[src/rtl/sram_arbiter.sv]
// Two-port (fetch / data) arbiter that serializes requests into single accesses on the sram_controller bus.
// Optional round-robin tie-breaking is enabled by defining SRAM_ARB_ROUND_ROBIN_EN; default is data-port priority.
module sram_arbiter #(
    parameter int ACCESS_CYCLES = 2,
    parameter int ADDR_W        = 20
) (
    input  logic              clk,
    input  logic              rst,
    input  logic              if_req,
    input  logic [ADDR_W-1:0] if_addr,
    output logic [31:0]       if_rdata,
    output logic              if_ready,
    input  logic              mem_req,
    input  logic              mem_we,
    input  logic [ADDR_W-1:0] mem_addr,
    input  logic [31:0]       mem_wdata,
    input  logic [3:0]        mem_be,
    output logic [31:0]       mem_rdata,
    output logic              mem_ready,
    output logic              read_op,
    output logic              write_op,
    output logic [ADDR_W-1:0] bus_addr,
    output logic [31:0]       bus_data_write,
    output logic [3:0]        byte_mask,
    input  logic [31:0]       bus_data_read
);

    typedef enum logic [1:0] {IDLE, BUSY, DONE} state_t;

    state_t     state;
    state_t     state_next;
    logic [3:0] count;
    logic       grant_data;
    logic       dir_we;
    logic       take;
    logic       pick_data;
    logic       tie_fetch;
    logic       op_we_next;
    logic       read_op_d;
    logic       write_op_d;
    logic       if_ready_d;
    logic       mem_ready_d;

`ifdef SRAM_ARB_ROUND_ROBIN_EN
    // Set when the fetch port should win the next tie (it was not granted last).
    logic rr_fetch_next;

    always_ff @(posedge clk or posedge rst) begin
        if (rst) begin
            rr_fetch_next <= 1'b1;
        end else if (take) begin
            rr_fetch_next <= pick_data;
        end
    end

    assign tie_fetch = rr_fetch_next;
`else
    assign tie_fetch = 1'b0;
`endif

    always_ff @(posedge clk or posedge rst) begin
        if (rst) begin
            state <= IDLE;
        end else begin
            state <= state_next;
        end
    end

    always_comb begin
        state_next = state;
        take       = 1'b0;
        pick_data  = 1'b0;
        case (state)
            IDLE: begin
                if (if_req || mem_req) begin
                    take       = 1'b1;
                    pick_data  = mem_req && (!if_req || !tie_fetch);
                    state_next = BUSY;
                end
            end
            BUSY: begin
                if (count == 4'd0) begin
                    state_next = DONE;
                end
            end
            DONE:    state_next = IDLE;
            default: state_next = IDLE;
        endcase
    end

    // Outputs are computed one cycle ahead so every port below comes straight from a flop.
    always_comb begin
        op_we_next  = take ? (pick_data && mem_we) : dir_we;
        read_op_d   = (state_next == BUSY) && !op_we_next;
        write_op_d  = (state_next == BUSY) && op_we_next;
        if_ready_d  = (state_next == DONE) && !grant_data;
        mem_ready_d = (state_next == DONE) && grant_data;
    end

    always_ff @(posedge clk or posedge rst) begin
        if (rst) begin
            read_op        <= 1'b0;
            write_op       <= 1'b0;
            if_ready       <= 1'b0;
            mem_ready      <= 1'b0;
            bus_addr       <= '0;
            bus_data_write <= '0;
            byte_mask      <= '0;
            if_rdata       <= '0;
            mem_rdata      <= '0;
            grant_data     <= 1'b0;
            dir_we         <= 1'b0;
            count          <= '0;
        end else begin
            read_op   <= read_op_d;
            write_op  <= write_op_d;
            if_ready  <= if_ready_d;
            mem_ready <= mem_ready_d;
            if (take) begin
                grant_data     <= pick_data;
                dir_we         <= pick_data && mem_we;
                bus_addr       <= pick_data ? mem_addr : if_addr;
                bus_data_write <= pick_data ? mem_wdata : 32'd0;
                byte_mask      <= pick_data ? mem_be : 4'b1111;
                count          <= 4'(ACCESS_CYCLES - 1);
            end else if (state == BUSY && count != 4'd0) begin
                count <= count - 4'd1;
            end
            // Read data is sampled on the last cycle of the access window.
            if (state == BUSY && count == 4'd0 && !dir_we) begin
                if (grant_data) begin
                    mem_rdata <= bus_data_read;
                end else begin
                    if_rdata <= bus_data_read;
                end
            end
        end
    end

endmodule

[config.mk]
export PLATFORM = sky130hd
export DESIGN_NAME = sram_arbiter
export DESIGN_NICKNAME = d
export VERILOG_FILES = /design/src/rtl/sram_arbiter.sv
export SDC_FILE = /design/constraint.sdc
export NUM_CORES = 1
export LEC_CHECK = 0
export ABC_AREA = 1
export CAP_MARGIN = 20
export CORE_UTILIZATION = 38
export CTS_CLUSTER_DIAMETER = 30
export DETAILED_ROUTE_END_ITERATION = 10
export HOLD_SLACK_MARGIN = 0.08
export PLACE_DENSITY_LB_ADDON = 0.15
export SYNTH_ARGS = -nofsm -noshare
export SYNTH_HDL_FRONTEND = slang
export SYNTH_SLANG_ARGS = --single-unit
[constraint.sdc]
create_clock -name clk -period 4.15 [get_ports clk]
set_input_delay 0.6225 -clock clk [delete_from_list [all_inputs] [get_ports clk]]
set_output_delay 0.6225 -clock clk [all_outputs]
set_load 0.01 [all_outputs]
==> impl_results.md, run 1 <==
* DRT antenna net count at 0
* Clk slew on worst S/H paths at about 0.06 ns
* Number of synthesized register bits at about 130
* Slew Viols, Final at 0
* DR WL met3 at between 1000 and 1500 um
* Flop pwr share at 32.7%
* Area grow syn2layout at 55.4%
* Commonest non-fill, non-tap cell in the layout: clkdlybuf4s50_1
* Comb pwr share at roughly 44%
* Post-synthesis mux area share at 0%
* Post-layout min period at 2.64 ns
* Die Ht at 122 um
* Final WL at approximately 17000 um
* Critical Path RT at approximately 4.5 ns
* Crit path capture type: register
* Final Util at approximately three fifths
* First-pass GRT wire length at 26000 um
* Register area share after synthesis at approximately 60%
* Clk network pwr share at 23.3%
* Setup violations, final at 0
* Post-DP HPWL at between 10000 and 15000 um
* CTS tree: yes
* Largest net degree at the start of global routing at 71
* Clk Latency, worst-skew pair at 0.43 ns
* Clk root buf: clkbuf_16
* Fraction of the mapped netlist area in adder cells at less than 1%
* Total Power at 6.97 mW
* Main synth FF type: dfrtp_1
* Number of synthesized flops with an enable pin at 0
* WL/cell at 16.3 um
* Post-Place Cells at between 900 and 1000
* RSZ-0062 raised after global routing: no
* Ys async rst share at 100%
* Iteration-0 DRC Markers at around 400
* ANT cells at 0
* Synth Area in Simple Gates at ~30%
* Power density cells at ~800 nW/um^2
* Row cnt at 43
* Initial Util at 39.3%
* Final worst setup slack at approximately 1.5 ns
* Internal at 4.41 mW
* Post-synthesis xor/xnor area fraction at 0%
* GPL Wtd Cong at 0.808
* IR drop worst, VDD at ~0.34 mV
* Reg-to-reg slack, setup at approximately 1.5 ns
* Post_cts resized at 0
* Num Clock Sinks at between 100 and 150
* Final Skew at 0.0103 ns
* Routed length on met2 at just over 8000 um
* Ys Warns at 0
* Crit Path Category: reg2reg
* Final std cells w/o fill at around 1000
* Sw frac at 36.7%
* Most frequent cells in the layout: 235 x clkdlybuf4s50_1, 209 x nand2_1, 132 x dfrtp_1, 66 x nand4_1, 53 x nand3_1
* M1 WL at roughly 7000 um
* Cts bufs inserted at 17
* Syn Nets at 721
* Vias at between 5000 and 6000
* DIE WIDTH at around 120 um
* DRC errors left at 0
* Setup Buffers After CTS at 0
* Largest family of logic cells by synthesized area: simple AND/OR/NAND/NOR gates
* Final hold violation count at 0
* Vias per cell at just over 5
* CTS H-Tree Depth at 4
* Top sig layer: met4
* Worst-Margin Slew at just under 1 ns
* Sw power at about 2.6 mW
* CP startpoint kind: register
* Max_slew headroom at 34.7%
* CTS Hold Bufs at 0
* Compound-Gate Fraction of Synth Area at ~4.7%
* I/O Pins at approximately 240
* CTS Buffer Depth at 2
* Post-place setup slack at roughly 1.4 ns
* Grt total ovfl at 0
* LEAKAGE at slightly below 4 nW
* Ratio of cells with drive above 1 in the final layout at between 6 and 7%
* TritonRoute pass-1 iters at 5
* Fin Setup TNS at 0 ns
* GRT Total Usage at between 20% and 30%
* Die area at roughly 15000 um^2
* Cells after Synth at 606
* Max Cap Viol at 0
* Vias in the first global route at slightly above 5000
* Synthesized cell area at around 5500 um^2
* Hold crit path type: reg2reg
* Yosys cell types at 25
* Final Cycle Share at between 60% and 70%
* Crit Path Max Fanout at 31
* Max Fclk at about 380 MHz
* Core ar. at about 14000 um^2
* Status: complete, no violations
* # port buffers at between 200 and 250
* CP arrival at slightly below 3 ns
* Number of antenna violations at the first check in global routing at 0
* Avg Inst Size Synth at just over 9 um^2
* Nets at 935
worst max-delay path: stages, from the launching register on:
cell	delay, ns
dfrtp_1	0.40
nor2_4	0.48
buf_4	0.41
nand2_1	0.45
nand2_2	0.56
nor2_1	0.09
a21oi_1	0.16
logic make-up after synthesis:
| group | count (synthesis) |
|---|---|
| compound gates | 47 |
| buf+inv | 59 |
| flops | 132 |
| fa+ha+maj | 2 |
| simple gates | 366 |
cell usage after synthesis (3+ instances only):
cell type / number / area [um^2]
o22a_1: 4 / 35.0
clkbuf_1: 25 / 93.8
inv_1: 9 / 33.8
buf_4: 3 / 22.5
dfrtp_1: 132 / 3300
nand2_2: 4 / 25.0
nand2_1: 209 / 785
nand4_1: 66 / 413
nand3_1: 53 / 265
o21ai_0: 11 / 55.1
inv_2: 3 / 11.3
buf_2: 10 / 50.1
buf_1: 4 / 15.0
buf_6: 5 / 56.3
nor2_1: 28 / 105
a21oi_1: 20 / 100
o21ai_1: 10 / 50.1
state kept, by name (all words and copies together) (netlist names):
register / count
bus_data_write: 32
if_rdata: 32
mem_rdata: 32
bus_addr: 20
byte_mask: 4
count: 4
state: 2
dir_we: 1
grant_data: 1
if_ready: 1
mem_ready: 1
read_op: 1
write_op: 1
power groups by stage:
| stage | logic [mW] | clock network [mW] | registers, mW |
|---|---|---|---|
| global placement | 3.01 | 0 | 2.26 |
| CTS | 3.10 | 1.64 | 2.28 |
| finish | 3.07 | 1.62 | 2.28 |
| detailed placement | 3.09 | 0 | 2.28 |
| floorplan | 1.25 | 0 | 2.50 |
| global route | 3.39 | 1.70 | 2.35 |
per-stage QoR:
| step | hold WS [ns] | area [um^2] |
|---|---|---|
| 2_1_floorplan | 0.466 | 5520 |
| 3_3_place_gp | 0.453 | 7930 |
| 3_5_place_dp | 0.457 | 7930 |
| 4_1_cts | 0.471 | 8570 |
| 5_1_grt | 0.479 | 8570 |
| 6_report | 0.467 | 8570 |
worst paths after layout:
check / from / end / cells after the start
max in group asynchronous: rst / mem_rdata[3]$_DFFE_PP0P_ / 3
worst max register to register: state[1]$_DFF_PP0_ / bus_addr[4]$_DFFE_PP0N_ / 6
worst min register to register: bus_data_write[1]$_DFFE_PP0N_ / bus_data_write[1]$_DFFE_PP0N_ / 2
worst max-delay path: state[1]$_DFF_PP0_ / bus_addr[4]$_DFFE_PP0N_ / 6
min in group asynchronous: rst / bus_addr[4]$_DFFE_PP0N_ / 2
worst min-delay path: bus_data_write[1]$_DFFE_PP0N_ / bus_data_write[1]$_DFFE_PP0N_ / 2
final cells by class:
type | instances | area, um^2
fill | 1135 | 5470
sequential | 132 | 3300
timing repair buffer | 242 | 2410
multi-input combinational | 415 | 1930
clock buffer | 20 | 467
tap | 180 | 225
clock inverter | 12 | 176
inverter | 12 | 47.5
layer usage:
layer,vias to the layer above,track usage (%)
li1,2460,-
met1,2462,28.6
met2,234,37.4
met3,20,6.37
met4,0,8.69
met5,-,0
Note: power is estimated with default switching activity, not from simulation.
==> run 2: changes to the inputs <==
clock period = 2.4 ns   (was 4.15 ns; I/O delays follow)
==> run 2 against run 1 <==
Net effect:
- register-to-register slack worse by 0.91 ns
- largest cell class unchanged
- via count is 2.7% higher
- global-route usage is 0.14 points lower
- critical path depth is 1 higher
- clock skew is 0.00069 ns higher
- maximum frequency is 47% higher
- first-iteration DRC count is 5.6% higher
- total power is 72% higher
- setup slack worse by 0.91 ns
- highest routed layer unchanged
- sequential share of layout area is 0.32 points lower
- wire length hardly changed
==> impl_results.md, run 2 (synthesis gave the netlist of run 1 again) <==
* Ratio of cells with drive above 1 in the final layout at 7.35% (was 6.48%)
* WL/cell at 16.2 um (was 16.3 um)
* Post_cts resized at 0 (unchanged)
* DRC errors left at 0 (unchanged)
* Row cnt at 43 (unchanged)
* Largest net degree at the start of global routing at 79 (was 71)
* LEAKAGE at 3.99 nW (was 3.94 nW)
* Clk slew on worst S/H paths at 0.05 ns (was 0.06 ns)
* Fin Setup TNS at 0 ns (unchanged)
* Crit Path Category: reg2reg (unchanged)
* Post-place setup slack at 0.594 ns (was 1.39 ns)
* Vias per cell at 5.20 (was 5.11)
* Worst-Margin Slew at 0.536 ns (was 0.980 ns)
* CP startpoint kind: register (unchanged)
* Max_slew headroom at 64.3% (was 34.7%)
* GPL Wtd Cong at 0.798 (was 0.808)
* Die Ht at 122 um (unchanged)
* Largest regs: bus_data_write: 32 flops, if_rdata: 32 flops, mem_rdata: 32 flops (unchanged)
* TritonRoute pass-1 iters at 4 (was 5)
* DRT antenna net count at 0 (unchanged)
* Status: complete, no violations (unchanged)
* Final Util at 61.5% (was 61.0%)
* First-pass GRT wire length at 26100 um (was 26000 um)
* IR drop worst, VDD at 0.656 mV (was 0.344 mV)
* Final std cells w/o fill at 1023 (was 1013)
* # port buffers at 236 (unchanged)
* Final instance area at 8640 um^2 (was 8570 um^2)
* Power density cells at 1390 nW/um^2 (was 814 nW/um^2)
* Cts bufs inserted at 17 (unchanged)
* GRT Total Usage at 22.7% (was 22.8%)
* Final Cycle Share at 75.1% (was 63.6%)
* Final WL at 16600 um (about the same)
* Vias at 5318 (was 5176)
* Filler Cell Count at 1173 (was 1135)
* Number of antenna violations at the first check in global routing at 0 (unchanged)
* Final worst setup slack at 0.599 ns (was 1.51 ns)
* Critical Path RT at 2.75 ns (was 4.49 ns)
* Most frequent cells in the layout: 235 x clkdlybuf4s50_1, 209 x nand2_1, 132 x dfrtp_1, 66 x nand4_1, 53 x nand3_1 (unchanged)
* Setup violations, final at 0 (unchanged)
* Final hold violation count at 0 (unchanged)
* DIE WIDTH at 122 um (unchanged)
* Max Fclk at 555 MHz (was 379 MHz)
* Initial Util at 39.3% (unchanged)
* Placed cell areas at 8030 um^2 (was 7930 um^2)
* Final Skew at 0.0110 ns (was 0.0103 ns)
* Hold_ws at 0.372 ns (was 0.467 ns)
* Vias in the first global route at 5214 (was 5073)
* Crit Path Max Fanout at 48 (was 31)
* I/O Pins at 237 (unchanged)
* Nets at 945 (was 935)
* Commonest non-fill, non-tap cell in the layout: clkdlybuf4s50_1 (unchanged)
* Clk root buf: clkbuf_16 (unchanged)
* CTS H-Tree Depth at 4 (unchanged)
* Num Clock Sinks at 132 (unchanged)
* RSZ-0062 raised after global routing: no (unchanged)
* Post-Place Cells at 991 (was 981)
* Max Cap Viol at 0 (unchanged)
* Grt total ovfl at 0 (unchanged)
* CTS tree: yes (unchanged)
* Clk Latency, worst-skew pair at 0.42 ns (was 0.43 ns)
* Crit path capture type: register (unchanged)
* Setup Buffers After CTS at 0 (unchanged)
* Total Power at 12.0 mW (was 6.97 mW)
* CTS Hold Bufs at 0 (unchanged)
* Die area at 15000 um^2 (unchanged)
* Core ar. at 14000 um^2 (unchanged)
* Hold crit path type: in2reg (was reg2reg)
* Slew Viols, Final at 0 (unchanged)
* Post-layout min period at 1.80 ns (was 2.64 ns)
* Post-DP HPWL at 11300 um (was 10900 um)
* Area grow syn2layout at 56.6% (was 55.4%)
* Iteration-0 DRC Markers at 417 (was 395)
* CTS Buffer Depth at 2 (unchanged)
* CP arrival at 2.15 ns (was 2.98 ns)
* ANT cells at 0 (unchanged)
==> run 2: cell types whose count changed in the layout (fill, tap and decap cells not counted), moves of 2 or more <==
cell        previous run  this run
clkinvlp_4             5         3
buf_12                 1         3
buf_4                  5        13
clkinv_2               2         4
clkbuf_1               0         2
==> run 2: final cells by class <==
cell class | instances | area [um^2] | share of cell area, %
inverters | 12 | 48.8 | 0.565
flip-flops and latches | 132 | 3300 | 38.2
clock buffers | 23 | 488 | 5.65
repair buffers | 252 | 2510 | 29.1
multi-input cells | 415 | 1930 | 22.4
clock inverters | 9 | 125 | 1.45
well taps | 180 | 225 | 2.61
==> run 2: worst paths after layout <==
check,start,depth (start not counted),to,slack [ns]
max,count[0]$_DFFE_PP0P_,7,mem_rdata[22]$_DFFE_PP0P_,0.60
min,mem_req,4,bus_data_write[8]$_DFFE_PP0N_,0.37
max reg2reg,count[0]$_DFFE_PP0P_,7,mem_rdata[22]$_DFFE_PP0P_,0.60
min reg2reg,mem_rdata[16]$_DFFE_PP0P_,2,mem_rdata[16]$_DFFE_PP0P_,0.47
max in group asynchronous,rst,3,bus_addr[1]$_DFFE_PP0N_,1.60
min in group asynchronous,rst,3,bus_data_write[20]$_DFFE_PP0N_,0.41
==> run 2: metal layers <==
layer	share of wire (%)	GRT usage, %	up-vias
met5	0	0	-
met4	1.9	8.08	0
met3	9.0	8.50	25
met2	49	36.7	235
met1	41	27.6	2579
li1	-	-	2479
==> run 2: worst max-delay path: stages, from the launching register on <==
cell and delay [ns]:
dfrtp_1 0.37, inv_1 0.14, ha_1 0.20, nand2_1 0.11, nor2_4 0.39, buf_12 0.29
nand4_1 0.13, nand2_1 0.09
==> run 2: power breakdown <==
group,internal [mW],total [mW],switching (mW)
logic,2.59,5.44,2.84
registers,3.30,3.92,0.620
clock network,1.74,2.66,0.921
